## src/rtl/cache_fill_fsm.sv

```systemverilog
// cache_fill_fsm: handles a cache miss by streaming one block of word reads
// to a pipelined main memory. Each returned word is steered into the data
// array, and the tag is committed together with the last word. fsm_busy
// stalls the pipeline for the whole fill.
module cache_fill_fsm #(
    parameter int WORDS  = 8,
    parameter int ADDR_W = 16
) (
    input  logic                     clk,
    input  logic                     rst,
    input  logic                     miss_detected,
    input  logic [ADDR_W-1:0]        miss_address,
    input  logic                     memory_data_valid,
    output logic                     fsm_busy,
    output logic                     mem_read,
    output logic [ADDR_W-1:0]        memory_address,
    output logic                     write_data_array,
    output logic [$clog2(WORDS)-1:0] fill_word,
    output logic                     write_tag_array
);

    localparam int FW = $clog2(WORDS);
    // One extra counter bit lets the counters hold WORDS without wrapping.
    localparam int CW = FW + 1;
    localparam logic [CW-1:0]     CNT_FULL  = CW'(WORDS);
    localparam logic [CW-1:0]     CNT_LAST  = CW'(WORDS - 1);
    localparam logic [CW-1:0]     CNT_ONE   = CW'(1);
    localparam logic [CW-1:0]     CNT_ZERO  = CW'(0);
    // Clear the word-in-block bits and the byte-in-word bit.
    localparam logic [ADDR_W-1:0] BASE_MASK = ~ADDR_W'((2 * WORDS) - 1);

    typedef enum logic {
        ST_IDLE = 1'b0,
        ST_FILL = 1'b1
    } state_t;

    state_t            r_state;
    state_t            w_state_nxt;
    logic [ADDR_W-1:0] r_base;
    logic [ADDR_W-1:0] w_base_nxt;
    logic [CW-1:0]     r_issue_cnt;
    logic [CW-1:0]     w_issue_nxt;
    logic [CW-1:0]     r_ret_cnt;
    logic [CW-1:0]     w_ret_nxt;
    logic              w_mem_read;
    logic              w_write_data;
    logic              w_write_tag;
    logic [ADDR_W-1:0] w_offset;

    // Byte offset of the word currently being requested.
    assign w_offset = ADDR_W'({r_issue_cnt, 1'b0});

    // Next-state, counter updates and per-cycle strobes.
    always_comb begin
        w_state_nxt  = r_state;
        w_base_nxt   = r_base;
        w_issue_nxt  = r_issue_cnt;
        w_ret_nxt    = r_ret_cnt;
        w_mem_read   = 1'b0;
        w_write_data = 1'b0;
        w_write_tag  = 1'b0;
        case (r_state)
            ST_IDLE: begin
                if (miss_detected) begin
                    w_state_nxt = ST_FILL;
                    w_base_nxt  = miss_address & BASE_MASK;
                    w_issue_nxt = CNT_ZERO;
                    w_ret_nxt   = CNT_ZERO;
                end else begin
                    w_state_nxt = ST_IDLE;
                end
            end
            ST_FILL: begin
                // Memory is pipelined: one request per cycle until the block is issued.
                if (r_issue_cnt < CNT_FULL) begin
                    w_mem_read  = 1'b1;
                    w_issue_nxt = r_issue_cnt + CNT_ONE;
                end else begin
                    w_mem_read  = 1'b0;
                end
                // Only returns for words already requested are accepted.
                if (memory_data_valid && (r_ret_cnt < r_issue_cnt)) begin
                    w_write_data = 1'b1;
                    w_ret_nxt    = r_ret_cnt + CNT_ONE;
                    if (r_ret_cnt == CNT_LAST) begin
                        w_write_tag = 1'b1;
                        w_state_nxt = ST_IDLE;
                    end else begin
                        w_state_nxt = ST_FILL;
                    end
                end else begin
                    w_state_nxt = ST_FILL;
                end
            end
            default: begin
                w_state_nxt = ST_IDLE;
            end
        endcase
    end

    // State, block base and counters; reset aborts any fill in progress.
    always_ff @(posedge clk or posedge rst) begin
        if (rst) begin
            r_state     <= ST_IDLE;
            r_base      <= '0;
            r_issue_cnt <= CNT_ZERO;
            r_ret_cnt   <= CNT_ZERO;
        end else begin
            r_state     <= w_state_nxt;
            r_base      <= w_base_nxt;
            r_issue_cnt <= w_issue_nxt;
            r_ret_cnt   <= w_ret_nxt;
        end
    end

    assign fsm_busy         = (r_state == ST_FILL);
    assign mem_read         = w_mem_read;
    assign memory_address   = w_mem_read ? (r_base + w_offset) : r_base;
    assign write_data_array = w_write_data;
    assign fill_word        = r_ret_cnt[FW-1:0];
    assign write_tag_array  = w_write_tag;

endmodule

```

## config.mk

```make
export PLATFORM = sky130hd
export DESIGN_NAME = cache_fill_fsm
export DESIGN_NICKNAME = d
export VERILOG_FILES = /design/src/rtl/cache_fill_fsm.sv
export SDC_FILE = /design/constraint.sdc
export NUM_CORES = 1
export LEC_CHECK = 0
export CORE_MARGIN = 3
export CORE_UTILIZATION = 45
export DETAILED_ROUTE_END_ITERATION = 10
export PLACE_DENSITY_LB_ADDON = 0.05
export SLEW_MARGIN = 40
export SYNTH_ARGS = -nofsm -noshare
export SYNTH_HDL_FRONTEND = slang
export SYNTH_SLANG_ARGS = --single-unit
```

## constraint.sdc

```tcl
create_clock -name clk -period 1.77 [get_ports clk]
set_input_delay 0.177 -clock clk [delete_from_list [all_inputs] [get_ports clk]]
set_output_delay 0.177 -clock clk [all_outputs]
set_load 0.02 [all_outputs]
```

==> reports/summary.md <==
* **transition time at the pin with the least slew margin** 665 ps
* **Die Footprint** 3480 um2
* **maximum clock insertion buffer count** 2
* **Post-Route WL** 3.44 mm
* **Initial Utilization** 0.492
* **Post-route DRC** 0
* **hold violation total from the final report** 0
* **setup tns final** -2450 ps
* **met1 track utilization from global routing** 0.259
* **wire length of the first global-routing pass** 5.35 mm
* **synthesized area divided by synthesized cell count** 8.66 um2
* **number of flip-flops and latches in the synthesized netlist** 21
* **sum of buffers and inverters on the critical path** 2
* **cell-by-cell trace of the critical path** inv_2 > ha_2 > or3b_1 > o2111ai_2 > and2_4 > and3_4 > buf_6
* **layout cells sized above 1** 0.366
* **commonest cells after routing, fill and taps aside** sky130_fd_sc_hd__nand2_1, sky130_fd_sc_hd__buf_4, sky130_fd_sc_hd__dfrtp_1, sky130_fd_sc_hd__clkdlybuf4s50_1, sky130_fd_sc_hd__buf_6
* **overall die width** 59.0 um
* **Mapped Area** 1260 um2
* **CP top delay family** simple AND/OR/NAND/NOR gates
* **HPWL after DPL** 2.31 mm
* **result of the run** finished, violations left
* **number of global-route vias before repair** 1173
* **violated checks** negative setup slack
* **peak supply drop** 1310 uV
* **most used routing layer** met2
* **number of enable-type register cells in the synthesized netlist** 0
* **Routed Antenna Nets** 0
* **RSZ-0062 raised after global routing** yes
* **period utilization** 1.15
* **Leakage** 1.02 nW
* **share of async-settable or async-resettable flops after synthesis** 1.00
* **Top-Level Pins** 43
* **number of instances in the synthesized netlist** 146
* **crit path max fanout** 3
* **drt via density** 5.01
* **Final Worst Setup Slack** -273 ps
* **Worst path slowest cell** sky130_fd_sc_hd__dfrtp_1
* **gp weighted congestion** 0.854
* **Max Fclk** 490 MHz
* **die boundary height** 59.0 um
* **Register-to-Register Path Depth** 8
* **Slew headroom** 0.557
* **number of standard cells in the final layout excluding fillers** 235
* **CP peak stage delay** 380 ps
* **largest net degree at the start of global routing** 22
* **dpl cells** 227
* **Overflow after GRT** 0
* **leading register cell type out of synthesis** sky130_fd_sc_hd__dfrtp_1
* **placeable core area** 2570 um2
* **Crit. path cell count** 7
* **clock root buffer** sky130_fd_sc_hd__clkbuf_4
* **yosys warns** 0
* **Post-Synthesis Net Count** 173
* **type of element launching the critical path** flip-flop
* **clock tree from TritonCTS** yes
* **wire length per cell** 14.6 um
* **capturing element type of the critical path** output pin
* **worst r2r dst** fsm_busy
* **site row count** 18
* **final worst path period need** 2040 ps
* **number of buffers inserted by port buffering** 37
* **initial DRC count** 41
* **antenna violations before repair** 0
* **power density of the placed cells** 1740 nW/um2
* **worst slack after detailed placement** -436 ps
* **Final Max Slew Viols** 0
* **maxcap violations** 0
* **antenna diode instance count** 0
* **total power draw** 3.46 mW
* **clock-pin transition on the worst setup and hold timing paths** 130 ps
* **critical path start-end classification** flip-flop to output pin
* **met3 capacity usage during global routing** 0.0545
* **Pre-antenna DRT Iters** 6
* **clock latency on the worst-skew pair** 320 ps
* **part of the Yosys area used for sequential elements** 0.416
* **library cells used by synthesis** 31
* **count of vias placed by the detailed router** 1178
* **Worst R2R Start** r_issue_cnt[3]
* **most frequent standard cell in the layout excluding fill and tap cells** sky130_fd_sc_hd__nand2_1
* **total clock sinks** 21
* **final setup vio count** 13
* **fraction of met2 tracks used by global routing** 0.338
* **worst endpoint required time** 1590 ps
* **worst setup skew after layout** 1.07 ps
* **Final nets** 233
* **deepest level of the CTS H-tree** 1
* **reg2reg setup slack** 20 ps
* **GRT Resource Usage Total** 0.202
* **hold buffer count at cts** 0
* **HP Class** input pin to async pin
* **number of buffers inserted during clock tree synthesis** 3
* **crit path DAT** 1870 ps
* **layout overhead on the synthesized area** 57.5%
where the power goes:
group | switching [mW] | internal, mW
combinational | 1.10 | 1.18
clock | 0.165 | 0.0865
sequential | 0.226 | 0.708
cell families (layout without fill, tap and decap cells):
kind of cell    Yosys count  count (layout)  synth area share
other cells               1               1           0.00297
flops                    21              21             0.416
xor+xnor                 13              13            0.0901
compound gates            8               8            0.0465
simple gates             78              78             0.280
buf+inv                  14              73            0.0614
mux                       4               4            0.0337
fa+ha+maj                 7               7            0.0693
synth_stat cells (3+ instances only):
master | number | share of area
sky130_fd_sc_hd__nand2_1 | 48 | 0.14
sky130_fd_sc_hd__dfrtp_1 | 21 | 0.42
sky130_fd_sc_hd__xnor2_1 | 8 | 0.055
sky130_fd_sc_hd__ha_1 | 7 | 0.069
sky130_fd_sc_hd__nand3_1 | 5 | 0.020
sky130_fd_sc_hd__nor2_1 | 5 | 0.015
sky130_fd_sc_hd__xor2_1 | 5 | 0.035
sky130_fd_sc_hd__buf_4 | 4 | 0.024
sky130_fd_sc_hd__inv_1 | 4 | 0.012
sky130_fd_sc_hd__nor2b_1 | 4 | 0.020
sky130_fd_sc_hd__and2_1 | 3 | 0.015
sky130_fd_sc_hd__and3_1 | 3 | 0.015
sky130_fd_sc_hd__clkbuf_1 | 3 | 0.0089
sky130_fd_sc_hd__nand4_1 | 3 | 0.015
sky130_fd_sc_hd__o21ai_0 | 3 | 0.012
state kept, by name, summed over array words and instances (netlist names):
signal and flops:
r_base 12, r_ret_cnt 4, r_issue_cnt 4, fsm_busy 1
worst max path at each step:
stage / endpoint / from
2_1_floorplan: write_tag_array / r_ret_cnt[1]
3_3_place_gp: write_tag_array / r_ret_cnt[1]
3_5_place_dp: write_tag_array / r_ret_cnt[1]
4_1_cts: write_tag_array / r_ret_cnt[1]
5_1_grt: write_tag_array / r_issue_cnt[3]
6_report: write_tag_array / r_issue_cnt[1]
per-stage QoR:
step | cell area (um2) | hold WS [ps] | utilization
2_1_floorplan | 1270 | 154 | -
3_3_place_gp | 1790 | 482 | 0.699
3_5_place_dp | 1790 | 505 | 0.699
4_1_cts | 1910 | 188 | 0.744
5_1_grt | 1990 | 226 | 0.775
6_report | 1990 | 186 | 0.775
per-layer routing:
layer,up-vias,routed length [um],share of wire
li1,587,-,-
met1,551,1460,0.42
met2,35,1750,0.51
met3,5,210,0.061
met4,0,25,0.0073
met5,-,0,0
repair_timing:
item                       in CTS  in global routing
setup endpoints to repair      20                 22
pin swaps                      13                 13
gates resized for setup       107                 20
setup buffers                   2                  2
worst reg2reg max path, cell delays in order (launching register included):
cell	delay [ps]
sky130_fd_sc_hd__dfrtp_1	430
sky130_fd_sc_hd__inv_1	100
sky130_fd_sc_hd__ha_4	280
sky130_fd_sc_hd__buf_4	100
sky130_fd_sc_hd__o2111ai_2	140
sky130_fd_sc_hd__and2_4	180
sky130_fd_sc_hd__buf_4	130
sky130_fd_sc_hd__buf_6	120
sky130_fd_sc_hd__a31oi_1	180
area by class of cell:
cell class	count	area [um2]
Sequential cell	21	526
Clock buffer	3	22.5
Clock inverter	1	7.51
Tap cell	30	37.5
Timing Repair Buffer	65	563
Fill cell	173	577
Multi-Input combinational cell	111	820
Inverter	4	15.0
Power figures use the tool's default switching activity.
